$ cat src/rtl/pe_pool_2x2_if.sv
// Port bundle for the 2x2 max-pool stage: control/config, sample stream in,
// pooled stream and status out.
interface pe_pool_2x2_if #(
  parameter int OP_WIDTH      = 16,
  parameter int ADDR_WIDTH    = 8,
  parameter int ROW_CNT_WIDTH = 10
);
  logic                     start;
  logic                     cfg_pool_enable;
  logic [ADDR_WIDTH:0]      cfg_row_width;
  logic [ROW_CNT_WIDTH-1:0] cfg_num_rows;
  logic                     in_valid;
  logic [OP_WIDTH-1:0]      in_data;
  logic                     out_valid;
  logic [OP_WIDTH-1:0]      out_data;
  logic                     out_last;
  logic                     busy;
  logic                     done;
  logic                     cfg_error;

  modport master (
    output start, cfg_pool_enable, cfg_row_width, cfg_num_rows, in_valid, in_data,
    input  out_valid, out_data, out_last, busy, done, cfg_error
  );

  modport slave (
    input  start, cfg_pool_enable, cfg_row_width, cfg_num_rows, in_valid, in_data,
    output out_valid, out_data, out_last, busy, done, cfg_error
  );
endinterface

$ cat src/rtl/pe_pool_2x2.sv
// Streaming 2x2 / stride-2 signed max-pool (or bypass) over a row-major tile.
// Even-row pair maxima wait in a half-row line buffer for the odd row.
module pe_pool_2x2 #(
  parameter int OP_WIDTH      = 16,
  parameter int ADDR_WIDTH    = 8,
  parameter int ROW_CNT_WIDTH = 10
) (
  input  logic          clk,
  input  logic          reset,
  pe_pool_2x2_if.slave  bus
);
  localparam int LBUF_DEPTH = 1 << (ADDR_WIDTH - 1);
  localparam logic [ADDR_WIDTH:0] W_MAX = {1'b1, {ADDR_WIDTH{1'b0}}};

  typedef enum logic {S_IDLE = 1'b0, S_RUN = 1'b1} state_t;

  state_t                         r_state, w_state_next;
  logic                           r_pool;
  logic [ADDR_WIDTH:0]            r_width, r_col;
  logic [ROW_CNT_WIDTH-1:0]       r_rows, r_row;
  logic signed [OP_WIDTH-1:0]     r_hold, r_lbuf_q, r_out_data;
  logic                           r_out_valid, r_out_last, r_done, r_cfg_error;
  logic signed [OP_WIDTH-1:0]     r_lbuf [LBUF_DEPTH];

  logic                           w_pool_cfg_ok, w_byp_cfg_ok, w_cfg_ok;
  logic                           w_accept, w_last_col, w_last_row, w_frame_end;
  logic signed [OP_WIDTH-1:0]     w_in_data, w_pair_max, w_emit_data;
  logic                           w_emit, w_lbuf_we, w_lbuf_re;
  logic [ADDR_WIDTH-2:0]          w_lbuf_addr;

  assign w_pool_cfg_ok = !bus.cfg_row_width[0]
                      && (bus.cfg_row_width >= (ADDR_WIDTH+1)'(2))
                      && (bus.cfg_row_width <= W_MAX)
                      && !bus.cfg_num_rows[0]
                      && (bus.cfg_num_rows >= ROW_CNT_WIDTH'(2));
  assign w_byp_cfg_ok  = (bus.cfg_row_width >= (ADDR_WIDTH+1)'(1))
                      && (bus.cfg_row_width <= W_MAX)
                      && (bus.cfg_num_rows >= ROW_CNT_WIDTH'(1));
  assign w_cfg_ok      = bus.cfg_pool_enable ? w_pool_cfg_ok : w_byp_cfg_ok;

  // A start in the same cycle as in_valid wins: the sample is dropped.
  assign w_accept    = (r_state == S_RUN) && bus.in_valid && !bus.start;
  assign w_last_col  = (r_col == r_width - (ADDR_WIDTH+1)'(1));
  assign w_last_row  = (r_row == r_rows - ROW_CNT_WIDTH'(1));
  assign w_frame_end = w_accept && w_last_col && w_last_row;

  assign w_in_data   = $signed(bus.in_data);
  assign w_pair_max  = (r_hold > w_in_data) ? r_hold : w_in_data;
  assign w_lbuf_addr = r_col[ADDR_WIDTH-1:1];

  always_ff @(posedge clk or posedge reset) begin
    if (reset) r_state <= S_IDLE;
    else       r_state <= w_state_next;
  end

  always_comb begin
    w_state_next = r_state;
    w_emit       = 1'b0;
    w_emit_data  = '0;
    w_lbuf_we    = 1'b0;
    w_lbuf_re    = 1'b0;
    case (r_state)
      S_IDLE: if (bus.start && w_cfg_ok) w_state_next = S_RUN;
      S_RUN: begin
        if (bus.start)        w_state_next = w_cfg_ok ? S_RUN : S_IDLE;
        else if (w_frame_end) w_state_next = S_IDLE;
      end
      default: w_state_next = S_IDLE;
    endcase
    if (w_accept) begin
      if (!r_pool) begin
        w_emit      = 1'b1;
        w_emit_data = w_in_data;
      end else if (!r_col[0]) begin
        // Prefetch the partner entry so it is registered by the odd column.
        w_lbuf_re = r_row[0];
      end else if (!r_row[0]) begin
        w_lbuf_we = 1'b1;
      end else begin
        w_emit      = 1'b1;
        w_emit_data = (r_lbuf_q > w_pair_max) ? r_lbuf_q : w_pair_max;
      end
    end
  end

  always_ff @(posedge clk or posedge reset) begin
    if (reset) begin
      r_pool      <= 1'b0;
      r_width     <= '0;
      r_rows      <= '0;
      r_col       <= '0;
      r_row       <= '0;
      r_hold      <= '0;
      r_out_valid <= 1'b0;
      r_out_data  <= '0;
      r_out_last  <= 1'b0;
      r_done      <= 1'b0;
      r_cfg_error <= 1'b0;
    end else begin
      r_out_valid <= w_emit;
      r_out_last  <= w_emit && w_frame_end;
      r_done      <= w_frame_end;
      if (w_emit) r_out_data <= w_emit_data;
      if (bus.start) begin
        r_cfg_error <= !w_cfg_ok;
        if (w_cfg_ok) begin
          r_pool  <= bus.cfg_pool_enable;
          r_width <= bus.cfg_row_width;
          r_rows  <= bus.cfg_num_rows;
          r_col   <= '0;
          r_row   <= '0;
        end
      end else if (w_accept) begin
        if (!r_col[0]) r_hold <= w_in_data;
        if (w_last_col) begin
          r_col <= '0;
          r_row <= r_row + ROW_CNT_WIDTH'(1);
        end else begin
          r_col <= r_col + (ADDR_WIDTH+1)'(1);
        end
      end
    end
  end

  // Line buffer: no reset so it maps onto block RAM; every entry is
  // rewritten on an even row before the odd row reads it.
  always_ff @(posedge clk) begin
    if (w_lbuf_we) r_lbuf[w_lbuf_addr] <= w_pair_max;
    if (w_lbuf_re) r_lbuf_q <= r_lbuf[w_lbuf_addr];
  end

  assign bus.out_valid = r_out_valid;
  assign bus.out_data  = r_out_data;
  assign bus.out_last  = r_out_last;
  assign bus.done      = r_done;
  // Held through the done cycle so busy falls the cycle after done.
  assign bus.busy      = (r_state == S_RUN) || r_done;
  assign bus.cfg_error = r_cfg_error;
endmodule

$ cat src/flat_wrapper.sv
// flat-port wrapper written by rule: the top's interface ports become plain ports
module pe_pool_2x2_flat 
#(
  parameter int OP_WIDTH      = 16,
  parameter int ADDR_WIDTH    = 8,
  parameter int ROW_CNT_WIDTH = 10
)
  (clk, reset, bus_start, bus_cfg_pool_enable, bus_cfg_row_width, bus_cfg_num_rows, bus_in_valid, bus_in_data, bus_out_valid, bus_out_data, bus_out_last, bus_busy, bus_done, bus_cfg_error);
  pe_pool_2x2_if #(.OP_WIDTH(OP_WIDTH), .ADDR_WIDTH(ADDR_WIDTH), .ROW_CNT_WIDTH(ROW_CNT_WIDTH)) bus_i ();
  input  logic clk;
  input  logic reset;
  input wire logic [$bits(bus_i.start)-1:0] bus_start;
  input wire logic [$bits(bus_i.cfg_pool_enable)-1:0] bus_cfg_pool_enable;
  input wire logic [$bits(bus_i.cfg_row_width)-1:0] bus_cfg_row_width;
  input wire logic [$bits(bus_i.cfg_num_rows)-1:0] bus_cfg_num_rows;
  input wire logic [$bits(bus_i.in_valid)-1:0] bus_in_valid;
  input wire logic [$bits(bus_i.in_data)-1:0] bus_in_data;
  output wire logic [$bits(bus_i.out_valid)-1:0] bus_out_valid;
  output wire logic [$bits(bus_i.out_data)-1:0] bus_out_data;
  output wire logic [$bits(bus_i.out_last)-1:0] bus_out_last;
  output wire logic [$bits(bus_i.busy)-1:0] bus_busy;
  output wire logic [$bits(bus_i.done)-1:0] bus_done;
  output wire logic [$bits(bus_i.cfg_error)-1:0] bus_cfg_error;
  assign bus_i.start = bus_start;
  assign bus_i.cfg_pool_enable = bus_cfg_pool_enable;
  assign bus_i.cfg_row_width = bus_cfg_row_width;
  assign bus_i.cfg_num_rows = bus_cfg_num_rows;
  assign bus_i.in_valid = bus_in_valid;
  assign bus_i.in_data = bus_in_data;
  assign bus_out_valid = bus_i.out_valid;
  assign bus_out_data = bus_i.out_data;
  assign bus_out_last = bus_i.out_last;
  assign bus_busy = bus_i.busy;
  assign bus_done = bus_i.done;
  assign bus_cfg_error = bus_i.cfg_error;
  pe_pool_2x2 #(.OP_WIDTH(OP_WIDTH), .ADDR_WIDTH(ADDR_WIDTH), .ROW_CNT_WIDTH(ROW_CNT_WIDTH)) u_core (.clk(clk), .reset(reset), .bus(bus_i));
endmodule
$ cat config.mk
export PLATFORM = sky130hd
export DESIGN_NAME = pe_pool_2x2_flat
export DESIGN_NICKNAME = d
export VERILOG_FILES = /design/src/rtl/pe_pool_2x2_if.sv /design/src/rtl/pe_pool_2x2.sv /design/src/flat_wrapper.sv
export SDC_FILE = /design/constraint.sdc
export NUM_CORES = 2
export LEC_CHECK = 0
export BUFFER_PORTS_ARGS = -buffer_cell sky130_fd_sc_hd__buf_2
export CAP_MARGIN = 20
export CELL_PAD_IN_SITES_DETAIL_PLACEMENT = 1
export CELL_PAD_IN_SITES_GLOBAL_PLACEMENT = 2
export CORE_MARGIN = 4
export CORE_UTILIZATION = 52
export CTS_CLUSTER_DIAMETER = 80
export DETAILED_ROUTE_END_ITERATION = 7
export MAX_ROUTING_LAYER = met4
export PLACE_DENSITY = 0.86
export SLEW_MARGIN = 20
export SYNTH_ARGS = -nofsm -noshare
export SYNTH_HDL_FRONTEND = slang
export SYNTH_SLANG_ARGS = --single-unit
$ cat constraint.sdc
create_clock -name clk -period 31.3 [get_ports clk]
set_clock_uncertainty 0.05 [all_clocks]
set_input_delay 6.26 -clock clk [delete_from_list [all_inputs] [get_ports clk]]
set_output_delay 6.26 -clock clk [all_outputs]
set_load 0.02 [all_outputs]
==> results.md <==
* Die height at 401.8 um
* Count of input and output buffers at 60
* Net Sw Frac at 29.79%
* Cell Chain, Critical Path: buf_2, inv_1, ha_1, and3_1, a221o_1, a2bb2oi_2, a31oi_1, nor3b_4, buf_4, nand2_1, o21ai_4, buf_4, inv_1, ha_1, a21o_1, a21o_1, a21oi_1, nor2b_1, o21ai_0, nand3_1, o31ai_1, o41ai_4, o31ai_1, o21ai_1
* CTS Buf Count at 208
* CP Capture Type: flip-flop
* Die ar. at 161400 um2
* Max Fclk at 0.08241 GHz
* Clock power share at 31.5%
* Post-route minimum period at 12130 ps
* 1st-iter DRT viols at 7631
* Combinational share of power at 19.0%
* Crit path max fanout at 67
* Synth Instances at 4667
* Final Cycle Share at 38.77%
* Synth area leader: edfxtp_1
* Top area cells in the synthesized netlist: edfxtp_1 77%, a22oi_1 5.6%, dfrtp_1 2.4%
* Status: complete, no violations
* WP buf/inv at 5
* Cell leakage power at 28.64 nW
* Yosys top cell area share at 76.86%
* P_int at 0.005333 W
* Max_cap viols at 0
* DR WL/cell at 37.17 um
* Starting Density at 52.34%
* CTS tree: built
* Maximum VDD drop at 0.00007039 V
* Die width at 401.8 um
* Htree depth at 4
* Relative slew slack at 11.26%
* Fraction of layout cells with a size suffix above 1 at 15.15%
* Number of flops mapped to enable cells by yosys at 2064
* Most common cell after layout, fill and taps aside: edfxtp_1
* TNS Setup at 0 ps
* Detail Placement HPWL at 153600 um
* Initial antenna violation count at 17
* Synth warn at 0
* Slowest stage delay, CP at 840 ps
* Total design power at 0.007596 W
* CTS clk-pin slew, worst paths at 60 ps
* Pwr dens at 83.36 nW/um2
* Net switching power at 0.002263 W
* Final setup viols at 0
* Routed via count at 50180
* CP Data Required Time at 31940 ps
* DRC at 0
* Flops & latches, synth at 2140
* Later-pin clock latency in the skew report at 860 ps
* Total grt overflow at 0
* Worst EP arrival at 12770 ps
* Post-DRT Antenna Nets at 0
* All-Layer GR Usage at 33.39%
* Final nets at 4965
* Clock Sinks at 2140
* Hold_buf cts at 0
* Most frequent cells in the layout: 2064 x edfxtp_1, 605 x a22oi_1, 260 x buf_4, 209 x clkbuf_16
* Cell Rows at 144
* Area added between synthesis and finish at 13.00%
* Io pins at 61
* Seq pwr share at 49.5%
* Max clock buf depth at 3
* Core Region at 154000 um2
* Final Hold Fails at 0
* Syn avg cell area at 17.28 um2
* Routed wire length at 265000 um
* Slowest-stage cell, CP: nor3b_4
* Fin. max-slew vios at 0
* Library cells used by synthesis at 73
* Primary FF master, synth: edfxtp_1
* DRT Pass-1 Iters at 6
* Startpoint types: input pin
* Sequential-to-total area share from yosys stat at 79.22%
* Routability congestion estimate at 0.8867
* Post-cts resize count at 0
* RSZ-0062 raised after global routing: false
* Slew at the pin with the worst max-slew slack at 1319 ps
* Root Driver: clkbuf_16
* First-pass GRT wire length at 377300 um
* Vias per inst at 7.038
* Async S/R FF share, synth at 3.551%
* Crit Path Category: input pin to flip-flop
* CP top delay family: compound AO/OA/AOI/OAI gates
* Number of global-route vias before repair at 51460
* Largest net degree at the start of global routing at 97
* Synthesized area at 80640 um2
* Setup Fix Bufs, Post-CTS at 0
* Post-Syn Nets at 4741
* HP Class: flip-flop to flip-flop
synthesized netlist by cell type (8+ instances only):
cell type,instances
a221oi_1,188
mux2i_1,30
mux2_2,82
buf_1,87
nor4_1,22
o31ai_1,16
nand4_1,112
buf_2,35
o22ai_1,9
o2111ai_1,9
edfxtp_1,2064
o21ai_0,129
nor3_1,25
nand2_1,150
nor2_1,196
a41oi_1,27
or3_1,8
ha_1,34
a22o_1,137
a221o_1,8
o21ai_1,10
a21oi_2,10
nand3_1,26
a21oi_1,81
a22oi_1,605
clkbuf_1,189
mux4_2,8
xor2_1,15
inv_1,48
a31oi_1,88
o211ai_1,29
dfrtp_1,76
xnor2_1,21
metrics by stage:
step | cells | area, um2 | hold WS, ps | util, % | setup slack, ps
floorplan | 4667 | 80640 | 416.5 | - | 15330
global route | 7129 | 91110 | 501.6 | 59.15 | 18740
CTS | 7111 | 91040 | 460.8 | 59.10 | 19160
finish | 7130 | 91120 | 449.9 | 59.15 | 19170
detailed placement | 6724 | 84630 | 440.7 | 54.94 | 18370
global placement | 6724 | 84620 | 443.1 | 54.93 | 18630
flip-flops by register name (all words and copies together) (netlist names), 9 cells and up:
signal / flops
u_core.bus.out_data: 16
u_core.r_col: 9
u_core.r_hold: 16
u_core.r_lbuf: 2048
u_core.r_lbuf_q: 16
u_core.r_row: 10
u_core.r_rows: 10
u_core.r_width: 9
cell families after synthesis:
group / after synthesis / share of synthesized area (%)
AOI/OAI and AO/OA: 1386 / 12.84
DFF: 2140 / 79.22
xor gates and xnor gates: 37 / 0.4112
and+or+nand+nor: 584 / 3.428
adders and majority gates: 35 / 0.5415
buffers and inverters: 363 / 1.777
muxes: 122 / 1.777
layer usage:
layer	global-route usage [%]	vias to the layer above	share of wire [%]
li1	-	19800	-
met1	42.41	25890	36
met2	51.13	3737	47
met3	7.571	752	11
met4	16.74	0	5.9
met5	-	-	0
worst register-to-register path, delay by kind of cell, from the launching register on:
kind	cells	cell delay, ps
buf+inv	3	1290
fa+ha+maj	2	650
simple gates	5	1440
compound gates	12	2890
flops	1	420
power groups by stage:
stage / Combinational [W] / Clock, W / Sequential [W]
floorplan: 0.000723 / 0 / 0.00399
global placement: 0.00132 / 0 / 0.00382
detailed placement: 0.00140 / 0 / 0.00382
CTS: 0.00141 / 0.00241 / 0.00376
global route: 0.00152 / 0.00255 / 0.00377
finish: 0.00144 / 0.00239 / 0.00376
path summary, 6_finish.rpt:
kind,depth (start not counted),from,to,slack [ps]
max,24,bus_in_data[7],u_core.bus.out_data[6]$_DFFE_PP0P_,19170
min,2,u_core.bus.cfg_error$_DFFE_PP0P_,u_core.bus.cfg_error$_DFFE_PP0P_,450
max reg2reg,22,u_core.r_hold[7]$_DFFE_PP0P_,u_core.bus.out_data[6]$_DFFE_PP0P_,24410
min reg2reg,2,u_core.bus.cfg_error$_DFFE_PP0P_,u_core.bus.cfg_error$_DFFE_PP0P_,450
max in group asynchronous,3,reset,u_core.r_col[1]$_DFFE_PP0P_,24620
min in group asynchronous,2,reset,u_core.r_hold[14]$_DFFE_PP0P_,5280
area by class of cell:
type                    instances  area (um2)
flip-flops and latches       2140       63900
fillers                     13550       62930
multi-input cells            2164       15580
clock buffers                 254        5399
well taps                    2044        2557
repair buffers                329        2440
clock inverters               133        1013
inverters                      48       183.9
diodes                         18       45.04
Note: power is estimated with default switching activity, not from simulation.
